$ cat src/rtl/tri_pkg.sv
// Shared types and packing constants for the triangle scheduler.
package tri_pkg;

  localparam int unsigned COORD_W = 3;
  localparam int unsigned VTX_W   = 2 * COORD_W;
  localparam int unsigned TRI_W   = 3 * VTX_W;
  localparam int unsigned V0_OFS  = 0;
  localparam int unsigned V1_OFS  = VTX_W;
  localparam int unsigned V2_OFS  = 2 * VTX_W;
  localparam int unsigned CNT_W   = 7;

  typedef struct packed {
    logic [COORD_W-1:0] x;
    logic [COORD_W-1:0] y;
  } vertex_t;

  typedef enum logic [2:0] {
    IDLE, SORT, FEED0, FEED1, FEED2, WAIT_BUSY, RUN, DONE
  } state_t;

endpackage

$ cat src/rtl/tri_sort3.sv
// Combinational stable sort of three packed vertices by ascending y.
module tri_sort3
  import tri_pkg::*;
(
  input  logic [TRI_W-1:0] tri_in,
  output vertex_t          s0,
  output vertex_t          s1,
  output vertex_t          s2
);

  vertex_t a, b, c, t;

  // Three-stage bubble network; strict compares keep equal-y vertices in input order.
  always_comb begin
    a = vertex_t'(tri_in[V0_OFS +: VTX_W]);
    b = vertex_t'(tri_in[V1_OFS +: VTX_W]);
    c = vertex_t'(tri_in[V2_OFS +: VTX_W]);
    t = a;
    if (a.y > b.y) begin t = a; a = b; b = t; end
    if (b.y > c.y) begin t = b; b = c; c = t; end
    if (a.y > b.y) begin t = a; a = b; b = t; end
    s0 = a;
    s1 = b;
    s2 = c;
  end

endmodule

$ cat src/rtl/tri_sched.sv
// Round-robin two-source scheduler feeding the triangle rasterizer engine.
module tri_sched
  import tri_pkg::*;
#(
  parameter int unsigned TIMEOUT = 15
) (
  input  logic               clk,
  input  logic               reset,
  input  logic               req0,
  input  logic               req1,
  input  logic [TRI_W-1:0]   tri_0,
  input  logic [TRI_W-1:0]   tri_1,
  output logic               gnt0,
  output logic               gnt1,
  output logic               done0,
  output logic               done1,
  output logic [CNT_W-1:0]   cnt,
  output logic               err,
  output logic               eng_nt,
  output logic [COORD_W-1:0] eng_xi,
  output logic [COORD_W-1:0] eng_yi,
  input  logic               eng_busy,
  input  logic               eng_po,
  input  logic [COORD_W-1:0] eng_xo,
  input  logic [COORD_W-1:0] eng_yo,
  output logic               pix_valid,
  output logic [COORD_W-1:0] pix_x,
  output logic [COORD_W-1:0] pix_y,
  output logic               pix_id
);

  localparam int unsigned TMR_W = $clog2(TIMEOUT + 1);

  state_t             state_q, state_d;
  logic               last_q, last_d, owner_q, owner_d, win;
  logic [TRI_W-1:0]   tri_q, tri_d;
  vertex_t [2:0]      vtx_q, vtx_d;
  logic [CNT_W-1:0]   count_q, count_d;
  logic [TMR_W-1:0]   timer_q, timer_d;
  vertex_t            s0, s1, s2;

  logic               gnt0_d, gnt1_d, done0_d, done1_d, err_d, eng_nt_d;
  logic               pix_valid_d, pix_id_d;
  logic [CNT_W-1:0]   cnt_d;
  logic [COORD_W-1:0] eng_xi_d, eng_yi_d, pix_x_d, pix_y_d;

  tri_sort3 u_sort (
    .tri_in (tri_q),
    .s0     (s0),
    .s1     (s1),
    .s2     (s2)
  );

  always_ff @(posedge clk or negedge reset) begin
    if (!reset) begin
      state_q <= IDLE;
      last_q  <= 1'b1;
      owner_q <= 1'b0;
      tri_q   <= '0;
      vtx_q   <= '0;
      count_q <= '0;
      timer_q <= '0;
    end else begin
      state_q <= state_d;
      last_q  <= last_d;
      owner_q <= owner_d;
      tri_q   <= tri_d;
      vtx_q   <= vtx_d;
      count_q <= count_d;
      timer_q <= timer_d;
    end
  end

  // Next state plus next-cycle values of every registered output.
  always_comb begin
    state_d     = state_q;
    last_d      = last_q;
    owner_d     = owner_q;
    tri_d       = tri_q;
    vtx_d       = vtx_q;
    count_d     = count_q;
    timer_d     = timer_q;
    win         = 1'b0;
    gnt0_d      = 1'b0;
    gnt1_d      = 1'b0;
    done0_d     = 1'b0;
    done1_d     = 1'b0;
    cnt_d       = '0;
    err_d       = 1'b0;
    eng_nt_d    = 1'b0;
    eng_xi_d    = '0;
    eng_yi_d    = '0;
    pix_valid_d = 1'b0;
    pix_x_d     = '0;
    pix_y_d     = '0;
    pix_id_d    = 1'b0;

    if ((state_q == WAIT_BUSY || state_q == RUN) && eng_po) begin
      count_d     = count_q + CNT_W'(1);
      pix_valid_d = 1'b1;
      pix_x_d     = eng_xo;
      pix_y_d     = eng_yo;
      pix_id_d    = owner_q;
    end

    case (state_q)
      IDLE: begin
        if (req0 || req1) begin
          win     = (req0 && req1) ? ~last_q : req1;
          owner_d = win;
          last_d  = win;
          tri_d   = win ? tri_1 : tri_0;
          count_d = '0;
          gnt0_d  = ~win;
          gnt1_d  = win;
          state_d = SORT;
        end
      end
      SORT: begin
        vtx_d[0] = s0;
        vtx_d[1] = s1;
        vtx_d[2] = s2;
        eng_nt_d = 1'b1;
        eng_xi_d = s0.x;
        eng_yi_d = s0.y;
        state_d  = FEED0;
      end
      FEED0: begin
        eng_xi_d = vtx_q[1].x;
        eng_yi_d = vtx_q[1].y;
        state_d  = FEED1;
      end
      FEED1: begin
        eng_xi_d = vtx_q[2].x;
        eng_yi_d = vtx_q[2].y;
        state_d  = FEED2;
      end
      FEED2: begin
        timer_d = '0;
        state_d = WAIT_BUSY;
      end
      WAIT_BUSY: begin
        if (eng_busy) begin
          state_d = RUN;
        end else if (timer_q == TMR_W'(TIMEOUT - 1)) begin
          err_d   = 1'b1;
          state_d = DONE;
        end else begin
          timer_d = timer_q + TMR_W'(1);
        end
      end
      RUN: begin
        if (!eng_busy) state_d = DONE;
      end
      DONE: state_d = IDLE;
      default: state_d = IDLE;
    endcase

    if (state_d == DONE) begin
      done0_d = ~owner_q;
      done1_d = owner_q;
      cnt_d   = count_d;
    end
  end

  always_ff @(posedge clk or negedge reset) begin
    if (!reset) begin
      gnt0      <= 1'b0;
      gnt1      <= 1'b0;
      done0     <= 1'b0;
      done1     <= 1'b0;
      cnt       <= '0;
      err       <= 1'b0;
      eng_nt    <= 1'b0;
      eng_xi    <= '0;
      eng_yi    <= '0;
      pix_valid <= 1'b0;
      pix_x     <= '0;
      pix_y     <= '0;
      pix_id    <= 1'b0;
    end else begin
      gnt0      <= gnt0_d;
      gnt1      <= gnt1_d;
      done0     <= done0_d;
      done1     <= done1_d;
      cnt       <= cnt_d;
      err       <= err_d;
      eng_nt    <= eng_nt_d;
      eng_xi    <= eng_xi_d;
      eng_yi    <= eng_yi_d;
      pix_valid <= pix_valid_d;
      pix_x     <= pix_x_d;
      pix_y     <= pix_y_d;
      pix_id    <= pix_id_d;
    end
  end

endmodule

$ cat config.mk
export PLATFORM = sky130hd
export DESIGN_NAME = tri_sched
export DESIGN_NICKNAME = d
export VERILOG_FILES = /design/src/rtl/tri_pkg.sv /design/src/rtl/tri_sort3.sv /design/src/rtl/tri_sched.sv
export SDC_FILE = /design/constraint.sdc
export NUM_CORES = 1
export LEC_CHECK = 0
export BUFFER_PORTS_ARGS = -buffer_cell sky130_fd_sc_hd__buf_4
export CAP_MARGIN = 20
export CORE_UTILIZATION = 45
export DETAILED_ROUTE_END_ITERATION = 6
export HOLD_SLACK_MARGIN = 0.08
export PLACE_DENSITY = 0.66
export SLEW_MARGIN = 20
export SYNTH_ARGS = -nofsm -noshare
export SYNTH_HDL_FRONTEND = slang
export SYNTH_SLANG_ARGS = --single-unit
$ cat constraint.sdc
create_clock -name clk -period 5 [get_ports clk]
set_input_delay 0.75 -clock clk [delete_from_list [all_inputs] [get_ports clk]]
set_output_delay 0.75 -clock clk [all_outputs]
set_load 0.01 [all_outputs]
==> parameters.txt <==
Parameter                              Value

Route
  Via count ... 2715
  Remaining design rule violation count ... 0
  Number of vias per cell after detailed routing ... 5.31
  DRC violation total after the first TritonRoute iteration ... 223
  Post-detailed-routing wire length ... 7.69 mm
  Initial DRT Pass Iterations ... 5
  Routed wirelength normalized by instance count ... 15.0 microns
  Antenna-violating nets left ... 0

Timing
  Count of final hold-check violations ... 0
  Finish-stage setup viols ... 0
  Min Tclk post-route ... 4.51 ns
  Skew final ... 0.00883 ns
  Smallest setup slack after layout ... 0.489 ns
  WHS ... 0.475 ns
  Max transition margin ... 37.6%
  Transition time at the pin with the least slew margin ... 0.936 ns
  Period utilization ... 90.2%
  RSZ-0062 raised after global routing ... false
  Final sum of negative setup slack ... 0 ns
  Final-report max-slew violation count ... 0
  Fmax achieved ... 222 MHz

Placed design
  Placed instance count ... 495
  Setup slack after placement ... 0.612 ns
  Routability congestion estimate ... 0.887
  Number of port buffers ... 74
  DP HPWL ... 5.58 mm
  Dpl cell area ... 4200 sq um

Yosys
  Average footprint of a synthesized cell ... 10.8 sq um
  Largest area contributor in the netlist ... sky130_fd_sc_hd__dfrtp_1
  Post-synth EDFFs ... 0
  Synth Flop Type ... sky130_fd_sc_hd__dfrtp_1
  Share of synthesized area occupied by flip-flops and latches ... 50.4%
  Cell area after technology mapping ... 3630 sq um
  Nets in the synthesized netlist ... 396
  Biggest area contributors in the synthesized netlist ... sky130_fd_sc_hd__dfrtp_1 (50%), sky130_fd_sc_hd__a222oi_1 (5.0%), sky130_fd_sc_hd__mux2i_1 (4.7%)
  Gate Count Post-Synth ... 336
  Top-area cell type share of the netlist area ... 49.7%
  Leading post-synthesis cells by instance count ... sky130_fd_sc_hd__dfrtp_1 (72), sky130_fd_sc_hd__inv_1 (30), sky130_fd_sc_hd__nand2_1 (23)
  Count of different cell masters after synthesis ... 50
  Yosys Warn Count ... 0
  Number of synthesized register bits ... 73
  Dominant cell by count in the synthesized netlist ... sky130_fd_sc_hd__dfrtp_1
  Synth async-reset ratio ... 100%

Layout
  Antenna cell count ... 0
  Final net count ... 464
  Count of non-filler cells in the finished layout ... 511
  Layout overhead on the synthesized area ... 21.9%
  Post-layout utilization of the core ... 56.9%
  Fraction of layout instances using a drive strength above 1 ... 26.9%
  Final design area excluding fillers ... 4420 sq um

Floorplanning
  DIE HEIGHT ... 91.8 microns
  Initial Utilization ... 46.7%
  Total core area ... 7770 sq um
  Overall die area ... 8420 sq um
  Count of boundary I/O pins ... 75
  Die X ... 91.8 microns
  Number of placement rows ... 32

Clock network
  Clock root buffer ... sky130_fd_sc_hd__clkbuf_8
  Post-CTS Repair Setup Buffers ... 0
  CTS Hold Buffers Added ... 0
  CTS buffer count ... 9
  TritonCTS clock tree ... yes
  Post-CTS sizing ... 0
  CTS Sinks ... 73
  Buffer depth of the longest clock path ... 2
  Clock slew seen by the registers of the worst setup and hold paths ... 0.08 ns
  CTS HTree Levels ... 3
  Clock latency at the later pin of the worst-skew pair ... 0.34 ns

Outcome
  Run status ... complete, no violations

Power
  Total power draw ... 3.72 mW
  VDD IR max ... 388 uV
  PwrDens ... 842 nW/um^2
  Leakage power of the design ... 2.21 nW

Setup path
  Required time of the critical path ... 5.20 ns
  Worst setup path start ... tri_q[7]$_DFFE_PN0P_
  Nature of the critical path startpoint ... register
  Data arrival time of the critical path ... 4.71 ns
  WS Path Type ... reg2reg
  RR Startpoint ... tri_q[7]$_DFFE_PN0P_
  Critical path endpoint category ... register
  Maximum fanout count along the critical path ... 15

Min path
  HP Class ... reg2reg
  Hold Path Origin ... owner_q$_DFFE_PN0P_

Global route
  Grt total ovfl ... 0
  Number of global-route vias before repair ... 2666
  Global-route wire length before repair ... 13.0 mm
  Maximum number of pins on one net before global-route repair ... 74
  Antenna violations before repair ... 0
  GRT Util Overall ... 19.6%

Run
  Number of max-cap violations ... 0
-- final timing paths --
path / slack (ns) / cells past startpoint / end
worst max-delay path: 0.49 / 16 / eng_xi[1]$_DFF_PN0_
worst min-delay path: 0.48 / 1 / done0$_DFF_PN0_
worst max register to register: 0.49 / 16 / eng_xi[1]$_DFF_PN0_
worst min register to register: 0.48 / 1 / done0$_DFF_PN0_
max in group asynchronous: 3.86 / 1 / vtx_q[6]$_DFFE_PN0P_
min in group asynchronous: 0.52 / 1 / tri_q[8]$_DFFE_PN0P_
-- placed cells by master (no fill, tap or decap), types with 9 or more instances in the layout --
master / Yosys / layout
sky130_fd_sc_hd__buf_4: 2 / 74
sky130_fd_sc_hd__nor2_1: 13 / 13
sky130_fd_sc_hd__inv_1: 30 / 30
sky130_fd_sc_hd__clkbuf_8: 0 / 9
sky130_fd_sc_hd__a21oi_1: 18 / 18
sky130_fd_sc_hd__mux2i_1: 17 / 17
sky130_fd_sc_hd__o21ai_0: 13 / 13
sky130_fd_sc_hd__ha_1: 12 / 12
sky130_fd_sc_hd__dfrtp_1: 72 / 72
sky130_fd_sc_hd__nand2_1: 23 / 23
sky130_fd_sc_hd__a222oi_1: 18 / 18
-- area by class of cell --
class	count	area, sq um
Tap cell	102	128
Inverter	31	116
Sequential cell	73	1830
Fill cell	699	3350
Multi-Input combinational cell	215	1580
Timing Repair Buffer	74	556
Clock buffer	10	128
Clock inverter	6	91.3
-- report_power, final --
part	leakage (nW)	switching [mW]	total (mW)	internal (mW)
sequential	0.951	0.207	1.00	0.793
clock	0.0991	0.221	0.503	0.283
combinational	1.16	1.27	2.22	0.949
-- cell families (layout without fill, tap and decap cells) --
logic type	Yosys count	after routing	synth area share, %
buffers and inverters	48	121	6.17
XOR/XNOR	11	11	2.86
AND/OR/NAND/NOR	84	84	12.4
adder cells (fa/ha/maj)	12	12	4.14
multiplexers	25	25	7.24
flip-flops	73	73	50.4
AO/OA/AOI/OAI	83	83	16.8
-- metal layers --
metal  vias up  global-route usage [%]  share of wire [%]
met5         -                       0                  0
met4         0                    4.95               0.65
met3         6                    4.15                4.5
met2        75                    28.8                 46
met1      1293                    29.7                 49
li1       1341                       -                  -
-- flip-flops by register name, summed over array words and instances, names as in the netlist --
register / flops
tri_q: 18
timer_q: 4
pix_valid: 1
owner_q: 1
err: 1
eng_nt: 1
done0: 1
state_q: 3
pix_id: 1
cnt: 7
last_q: 1
count_q: 7
eng_yi: 3
vtx_q: 12
eng_xi: 3
pix_y: 3
gnt1: 1
done1: 1
gnt0: 1
pix_x: 3
-- worst max-delay path: stages (launching register included) --
cell and delay [ns]:
sky130_fd_sc_hd__dfrtp_1 0.41, sky130_fd_sc_hd__inv_1 0.06, sky130_fd_sc_hd__ha_1 0.29, sky130_fd_sc_hd__and3_1 0.21, sky130_fd_sc_hd__a21oi_4 0.34, sky130_fd_sc_hd__mux2_2 0.42, sky130_fd_sc_hd__ha_1 0.30, sky130_fd_sc_hd__nand3_1 0.10
sky130_fd_sc_hd__a21bo_2 0.42, sky130_fd_sc_hd__mux2i_1 0.35, sky130_fd_sc_hd__inv_1 0.08, sky130_fd_sc_hd__ha_1 0.28, sky130_fd_sc_hd__nand3_1 0.09, sky130_fd_sc_hd__a21boi_1 0.44, sky130_fd_sc_hd__nand3_1 0.19, sky130_fd_sc_hd__o21ai_0 0.23
sky130_fd_sc_hd__o32ai_1 0.13
(Power assumes the default switching activity.)
